[src/rtl/adlif_pkg.sv]
// Shared types, reset defaults and saturating arithmetic for the AdLIF step scheduler.
// The optional refractory feature is selected with the REFRACTORY_EN macro.
package adlif_pkg;

   localparam int unsigned FIX_W = 16;

   typedef logic signed [FIX_W-1:0] fix_t;

   localparam fix_t V_REST_DEF    = -16'sd17920;  // -70 mV in Q8.8
   localparam fix_t V_TH_BASE_DEF = -16'sd12800;  // -50 mV in Q8.8

   typedef enum logic [2:0] {IDLE, ISSUE, WAIT, EMIT, NEXT} sched_state_e;

   // Signed add clamped to the range of a w-bit two's-complement value.
   function automatic logic signed [31:0] sat_add(input logic signed [31:0] a,
                                                  input logic signed [31:0] b,
                                                  input int unsigned w);
      logic signed [32:0] sum;
      logic signed [32:0] hi;
      logic signed [32:0] lo;
      sum = {a[31], a} + {b[31], b};
      hi  = (33'sd1 <<< (w - 1)) - 33'sd1;
      lo  = -(33'sd1 <<< (w - 1));
      if (sum > hi) begin
         return hi[31:0];
      end else if (sum < lo) begin
         return lo[31:0];
      end
      return sum[31:0];
   endfunction

endpackage

[src/rtl/adlif_cur_accum.sv]
// Double-buffered per-neuron current banks: saturating accumulate into ACC, sweep reads USE.
// A swap makes the old ACC the new USE and presents a cleared ACC in the same cycle.
module adlif_cur_accum
   import adlif_pkg::*;
#(
   parameter int unsigned N_NEURONS = 16,
   parameter int unsigned W         = FIX_W
) (
   input  logic                         clk,
   input  logic                         rst_n,
   input  logic                         swap,
   input  logic                         acc_valid,
   input  logic [$clog2(N_NEURONS)-1:0] acc_idx,
   input  logic signed [W-1:0]          acc_cur,
   input  logic [$clog2(N_NEURONS)-1:0] rd_idx,
   input  logic                         rd_clr,
   output logic signed [W-1:0]          rd_cur
);

   logic                 acc_sel_q, acc_sel_d;
   logic                 use_sel;
   logic signed [W-1:0]  bank_q [2][N_NEURONS];
   logic signed [W-1:0]  bank_d [2][N_NEURONS];

   assign use_sel = ~acc_sel_q;
   assign rd_cur  = bank_q[use_sel][rd_idx];

   always_comb begin
      bank_d    = bank_q;
      acc_sel_d = acc_sel_q;
      if (rd_clr) begin
         bank_d[use_sel][rd_idx] = '0;
      end
      if (swap) begin
         acc_sel_d = use_sel;
         for (int i = 0; i < N_NEURONS; i++) begin
            bank_d[use_sel][i] = '0;
         end
      end
      // Applied after the swap so a contribution in the swap cycle lands in the fresh ACC.
      if (acc_valid) begin
         bank_d[acc_sel_d][acc_idx] =
            W'(sat_add(32'(bank_d[acc_sel_d][acc_idx]), 32'(acc_cur), W));
      end
   end

   always_ff @(posedge clk or negedge rst_n) begin
      if (!rst_n) begin
         acc_sel_q <= 1'b0;
         for (int b = 0; b < 2; b++) begin
            for (int i = 0; i < N_NEURONS; i++) begin
               bank_q[b][i] <= '0;
            end
         end
      end else begin
         acc_sel_q <= acc_sel_d;
         bank_q    <= bank_d;
      end
   end

endmodule

[src/rtl/adlif_step_scheduler.sv]
// Sweeps N neurons through one shared AdLIF datapath per tick and emits spike events.
// Define REFRACTORY_EN to skip neurons for T_REFRAC ticks after they fire.
module adlif_step_scheduler
   import adlif_pkg::*;
#(
   parameter int unsigned N_NEURONS = 16,
   parameter int unsigned W         = FIX_W,
`ifdef REFRACTORY_EN
   parameter int unsigned T_REFRAC  = 3,
`endif
   parameter logic signed [W-1:0] V_REST    = V_REST_DEF,
   parameter logic signed [W-1:0] V_TH_BASE = V_TH_BASE_DEF
) (
   input  logic                         clk,
   input  logic                         rst_n,
   input  logic                         tick,
   output logic                         busy,
   output logic                         overrun,
   input  logic                         in_valid,
   input  logic [$clog2(N_NEURONS)-1:0] in_idx,
   input  logic signed [W-1:0]          in_cur,
   output logic                         upd_valid,
   input  logic                         upd_ready,
   output logic signed [W-1:0]          upd_v,
   output logic signed [W-1:0]          upd_th,
   output logic signed [W-1:0]          upd_i,
   output logic [$clog2(N_NEURONS)-1:0] upd_idx,
   input  logic                         res_valid,
   input  logic signed [W-1:0]          res_v,
   input  logic signed [W-1:0]          res_th,
   input  logic                         res_spike,
   output logic                         spk_valid,
   input  logic                         spk_ready,
   output logic [$clog2(N_NEURONS)-1:0] spk_idx
);

   localparam int unsigned IW = $clog2(N_NEURONS);
   localparam logic [IW-1:0] LAST = IW'(N_NEURONS - 1);

   sched_state_e        state_q, state_d;
   logic [IW-1:0]       idx_q, idx_d;
   logic signed [W-1:0] v_q  [N_NEURONS];
   logic signed [W-1:0] th_q [N_NEURONS];
   logic                swap, clr, wr_en, skip;

   adlif_cur_accum #(
      .N_NEURONS (N_NEURONS),
      .W         (W)
   ) u_cur_accum (
      .clk       (clk),
      .rst_n     (rst_n),
      .swap      (swap),
      .acc_valid (in_valid),
      .acc_idx   (in_idx),
      .acc_cur   (in_cur),
      .rd_idx    (idx_q),
      .rd_clr    (clr),
      .rd_cur    (upd_i)
   );

`ifdef REFRACTORY_EN
   localparam int unsigned RW = (T_REFRAC > 0) ? $clog2(T_REFRAC + 1) : 1;
   logic [RW-1:0] refrac_q [N_NEURONS];

   assign skip = (refrac_q[idx_q] != '0);

   always_ff @(posedge clk or negedge rst_n) begin
      if (!rst_n) begin
         for (int i = 0; i < N_NEURONS; i++) begin
            refrac_q[i] <= '0;
         end
      end else if (wr_en && res_spike) begin
         refrac_q[idx_q] <= RW'(T_REFRAC);
      end else if (state_q == ISSUE && skip) begin
         refrac_q[idx_q] <= refrac_q[idx_q] - 1'b1;
      end
   end
`else
   assign skip = 1'b0;
`endif

   assign busy    = (state_q != IDLE);
   assign upd_idx = idx_q;
   assign spk_idx = idx_q;
   assign upd_v   = v_q[idx_q];
   assign upd_th  = th_q[idx_q];

   always_comb begin
      state_d   = state_q;
      idx_d     = idx_q;
      upd_valid = 1'b0;
      spk_valid = 1'b0;
      swap      = 1'b0;
      clr       = 1'b0;
      wr_en     = 1'b0;
      unique case (state_q)
         IDLE: begin
            if (tick) begin
               swap    = 1'b1;
               idx_d   = '0;
               state_d = ISSUE;
            end
         end
         ISSUE: begin
            // A refractory neuron burns one cycle and drops its pending current.
            if (skip) begin
               clr     = 1'b1;
               state_d = NEXT;
            end else begin
               upd_valid = 1'b1;
               if (upd_ready) begin
                  clr     = 1'b1;
                  state_d = WAIT;
               end
            end
         end
         WAIT: begin
            if (res_valid) begin
               wr_en   = 1'b1;
               state_d = res_spike ? EMIT : NEXT;
            end
         end
         EMIT: begin
            spk_valid = 1'b1;
            if (spk_ready) begin
               state_d = NEXT;
            end
         end
         NEXT: begin
            if (idx_q == LAST) begin
               state_d = IDLE;
            end else begin
               idx_d   = idx_q + 1'b1;
               state_d = ISSUE;
            end
         end
         default: state_d = IDLE;
      endcase
   end

   always_ff @(posedge clk or negedge rst_n) begin
      if (!rst_n) begin
         state_q <= IDLE;
         idx_q   <= '0;
         overrun <= 1'b0;
         for (int i = 0; i < N_NEURONS; i++) begin
            v_q[i]  <= V_REST;
            th_q[i] <= V_TH_BASE;
         end
      end else begin
         state_q <= state_d;
         idx_q   <= idx_d;
         if (tick && state_q != IDLE) begin
            overrun <= 1'b1;
         end
         if (wr_en) begin
            v_q[idx_q]  <= res_v;
            th_q[idx_q] <= res_th;
         end
      end
   end

endmodule

[config.mk]
export PLATFORM = sky130hd
export DESIGN_NAME = adlif_step_scheduler
export DESIGN_NICKNAME = d
export VERILOG_FILES = /design/src/rtl/adlif_pkg.sv /design/src/rtl/adlif_cur_accum.sv /design/src/rtl/adlif_step_scheduler.sv
export SDC_FILE = /design/constraint.sdc
export NUM_CORES = 2
export LEC_CHECK = 0
export ABC_AREA = 1
export CAP_MARGIN = 10
export CORE_ASPECT_RATIO = 0.9
export CORE_MARGIN = 3
export CORE_UTILIZATION = 57
export CTS_CLUSTER_DIAMETER = 120
export DETAILED_ROUTE_END_ITERATION = 12
export PLACE_DENSITY_LB_ADDON = 0.05
export SYNTH_ARGS = -nofsm -noshare
export SYNTH_HDL_FRONTEND = slang
export SYNTH_SLANG_ARGS = --single-unit
[constraint.sdc]
create_clock -name clk -period 3.6 [get_ports clk]
set_input_delay 0.36 -clock clk [delete_from_list [all_inputs] [get_ports clk]]
set_output_delay 0.36 -clock clk [all_outputs]
set_load 0.02 [all_outputs]
==> PnR_summary.wiki <==
{| class="wikitable"
! Metric !! Value
|-
| Clock edge transition at the registers on the reported setup and hold paths || 0.06 ns
|-
| Worst min path class || in2async
|-
| Post-detailed-route wirelength per cell || between 20 and 25 µm
|-
| Timing-limited maximum frequency || ~230 MHz
|-
| Run status || complete, but fails checks
|-
| Die Outline Area || between 0.09 and 0.1 mm²
|-
| Most common cell after layout, fill and taps aside || nand2_1
|-
| Leading cell types in the layout, fill and taps excluded || nand2_1, o21ai_0, dfrtp_1
|-
| Length of the first detailed-routing pass in iterations || 9
|-
| Maximum number of pins on one net before global-route repair || 120
|-
| Power density over the cells || between 800 and 900 mW/mm²
|-
| Count of max-cap constraint violations || 0
|-
| Detailed-placement wirelength estimate || 124.3 mm
|-
| Number of rows created at floorplan || approximately 110
|-
| Worst vdd ir || 666.8 µV
|-
| Residual overflow from global routing || 0
|-
| Initial cell density of the core || between 50% and 60%
|-
| Avg Cell Area, Syn || approximately 7.7 µm²
|-
| Total nets after synthesis || about 7.0k
|-
| Layout net count || 7075
|-
| Setup slack, reg-to-reg || -0.66 ns
|-
| Min setup slack post-route || -0.6578 ns
|-
| Via density per instance || between 6 and 7
|-
| Antenna violation net count after detailed routing || 0
|-
| Finish-stage setup viols || between 500 and 600
|-
| Worst-path fanout max || 10
|-
| CTS max path bufs || 3
|-
| Detailed-route via count || between 50k and 60k
|-
| Cell with the most instances on the worst path || nand2_2
|-
| Global-route wire length before repair || just over 300 mm
|-
| Violations in the final reports || negative setup slack
|-
| Fraction of synthesized cell area taken by the top area cell type || about two fifths
|-
| Data arrival time of the critical path || ~5 ns
|-
| Leak pwr || ~28 nW
|-
| Initial antenna violation count || 5
|-
| Clock skew after layout || ~0.05 ns
|-
| Final weighted congestion of routability-driven global placement || 1.017
|-
| Clock buffers created by TritonCTS || 110
|-
| Clock Latency Late Sink || roughly 0.72 ns
|-
| Summed instance area of the synthesized netlist || roughly 0.053 mm²
|-
| Required @ worst endpoint || roughly 4.2 ns
|-
| Delay of the slowest cell on the worst path || about 0.37 ns
|-
| Worst path slowest cell || dfrtp_1
|-
| Via count of the first global-routing pass || 48.77k
|-
| Master cell of the clock root buffer || clkbuf_16
|-
| Max H-tree Level || 3
|-
| Slew at the pin closest to its max-slew limit || ~1.1 ns
|-
| Detailed-route wire length || 207.7 mm
|-
| DRC Markers || 0
|-
| Global-route usage over all layers || 40.58%
|-
| Endpoint class of the critical path || flip-flop
|-
| Buffers on Ports || about 120
|-
| Layout Utilization || 69.30%
|-
| Critical register-to-register path endpoint || u_cur_accum.bank_q[80]$_DFF_PN0_
|-
| Number of pins exceeding their max-slew limit in the final report || 0
|-
| Starting DRT DRC Count || about 8.3k
|-
| Top-level port count || 120
|-
| Top cell type by total area after synthesis || dfrtp_1
|-
| Critical register-to-register path startpoint || state_q[1]$_DFFE_PN0P_
|-
| Seq/Total Area, Yosys || 48.88%
|-
| Tcrit/Tclk final || 118.3%
|-
| Count of clock tree sinks || 1033
|-
| Synthesized netlist cell count || approximately 7k
|-
| Cell count of the worst reg-to-reg path || 28
|-
| Yosys synthesis warning count || 0
|-
| Startpoint type of the worst setup path || flip-flop
|-
| Fin. Hold Viols || 0
|-
| Largest cells by area after synthesis || dfrtp_1, nand2_1, o21ai_0
|-
| Time the final worst path needs with I/O delays and setup || 4.258 ns
|-
| Minimum setup slack after placement || -1.591 ns
|-
| Yosys reg bits || 1033
|-
| X dimension of the die || around 330 µm
|-
| Area of the core region || 0.09196 mm²
|-
| Worst setup endpoint || u_cur_accum.bank_q[80]$_DFF_PN0_
|-
| Ratio of cells with drive above 1 in the final layout || between 10% and 20%
|-
| Worst setup path startpoint || state_q[1]$_DFFE_PN0P_
|-
| Post-route non-filler standard cell count || around 8.3k
|-
| RSZ-0062 raised after global routing || yes
|-
| Worst setup path class || reg2reg
|-
| CTS tree || built
|-
| Die H || roughly 300 µm
|-
| Synth-to-layout area growth || 19.58%
|-
| Max-Slew Margin vs Limit || 24.53%
|-
| Number of different library cells in the post-synthesis netlist || 42
|-
| Dpl cells || 8047
|}
==> Yosys cell counts, drive strengths merged <==
library cell  number
o21bai             1
nand3            443
inv              410
nor3              21
a211oi             1
ha                20
a31oi              1
a221oi             1
nand4             98
xor2               4
xnor2              7
and2               2
a21oi            401
nor2             377
o211ai           316
o221ai             1
buf              194
clkbuf           389
or2                2
o22ai            130
nand2           1694
and3               7
dfstp            160
dfrtp            873
a21o               1
fa                 1
clkinv             3
o21ai           1325
==> per-stage QoR <==
stage	cell area [µm²]	TNS [ns]	total power [mW]	hold WS [ns]
4_1_cts	62120	-198.55	50.50	0.2500
2_1_floorplan	53300	0	28.62	0.06441
5_1_grt	63720	-359.42	56.09	0.2708
3_3_place_gp	57880	-742.05	37.53	0.4315
6_report	63730	-270.41	53.93	0.2807
3_5_place_dp	57880	-744.31	37.86	0.4252
==> critical path, delay by kind of cell (launching register included) <==
family / cells / cell delay [ns]
flip-flops: 1 / 0.37
AND/OR/NAND/NOR: 16 / 1.72
AO/OA/AOI/OAI: 3 / 0.81
adder cells (fa/ha/maj): 1 / 0.18
buffers and inverters: 8 / 1.03
==> flip-flops by register name, summed over array words and instances, names as in the netlist <==
| register | flops |
|---|---|
| th_q | 256 |
| spk_idx | 4 |
| v_q | 256 |
| u_cur_accum.bank_q | 512 |
| state_q | 3 |
| overrun | 1 |
| u_cur_accum.acc_sel_q | 1 |
==> routing by layer <==
layer | wire, µm | global-route usage (%) | vias to the layer above
li1 | - | - | 23510
met1 | 82160 | 57.84 | 25500
met2 | 85440 | 57.57 | 3683
met3 | 29870 | 12.34 | 670
met4 | 10050 | 17.15 | 6
met5 | 139 | 0 | -
==> where the power goes <==
part | switching, mW | leakage, nW | total, mW | internal [mW]
sequential | 1.83 | 13.6 | 16.3 | 14.5
clock | 5.04 | 1.90 | 12.2 | 7.15
combinational | 16.3 | 12.8 | 25.4 | 9.14
total | 23.2 | 28.3 | 53.9 | 30.8
==> kinds of logic (layout without fill, tap and decap cells) <==
logic type,count (synthesis),in the layout,synth area share (%)
buffers and inverters,996,1200,7.532
XOR/XNOR,11,11,0.1808
AO/OA/AOI/OAI,2178,2178,22.27
adder cells (fa/ha/maj),21,21,0.5071
AND/OR/NAND/NOR,2644,2646,20.63
other,0,4,0
flip-flops,1033,1033,48.88
==> final cells by class <==
| type | instances | area, µm² |
|---|---|---|
| Tap cell | 1230 | 1539 |
| Clock buffer | 168 | 3313 |
| Fill cell | 7607 | 28240 |
| Timing Repair inverter | 1 | 16.27 |
| Clock inverter | 39 | 580.6 |
| Antenna cell | 4 | 10.01 |
| Multi-Input combinational cell | 4856 | 24150 |
| Timing Repair Buffer | 579 | 6435 |
| Sequential cell | 1033 | 26060 |
| Inverter | 413 | 1619 |
==> worst min path at each step <==
stage,start,to,slack (ns),cells after the start
after floorplan,rst_n,overrun$_DFFE_PN0P_,0.06,0
after global placement,rst_n,v_q[83]$_DFFE_PN0P_,0.43,1
after detailed placement,rst_n,v_q[83]$_DFFE_PN0P_,0.43,1
after CTS,res_spike,state_q[2]$_DFFE_PN0P_,0.25,2
after global routing,res_spike,state_q[2]$_DFFE_PN0P_,0.27,2
final,rst_n,v_q[196]$_DFFE_PN0P_,0.28,2
==> repair_timing <==
action,CTS,global route
gates resized for setup,82,231
endpoints found under the setup margin,555,560
gates cloned,2,24
hold buffers,1,0
setup buffers,0,43
endpoints found under the hold margin,50,0
pin swaps,5,79
Power figures use the tool's default switching activity.
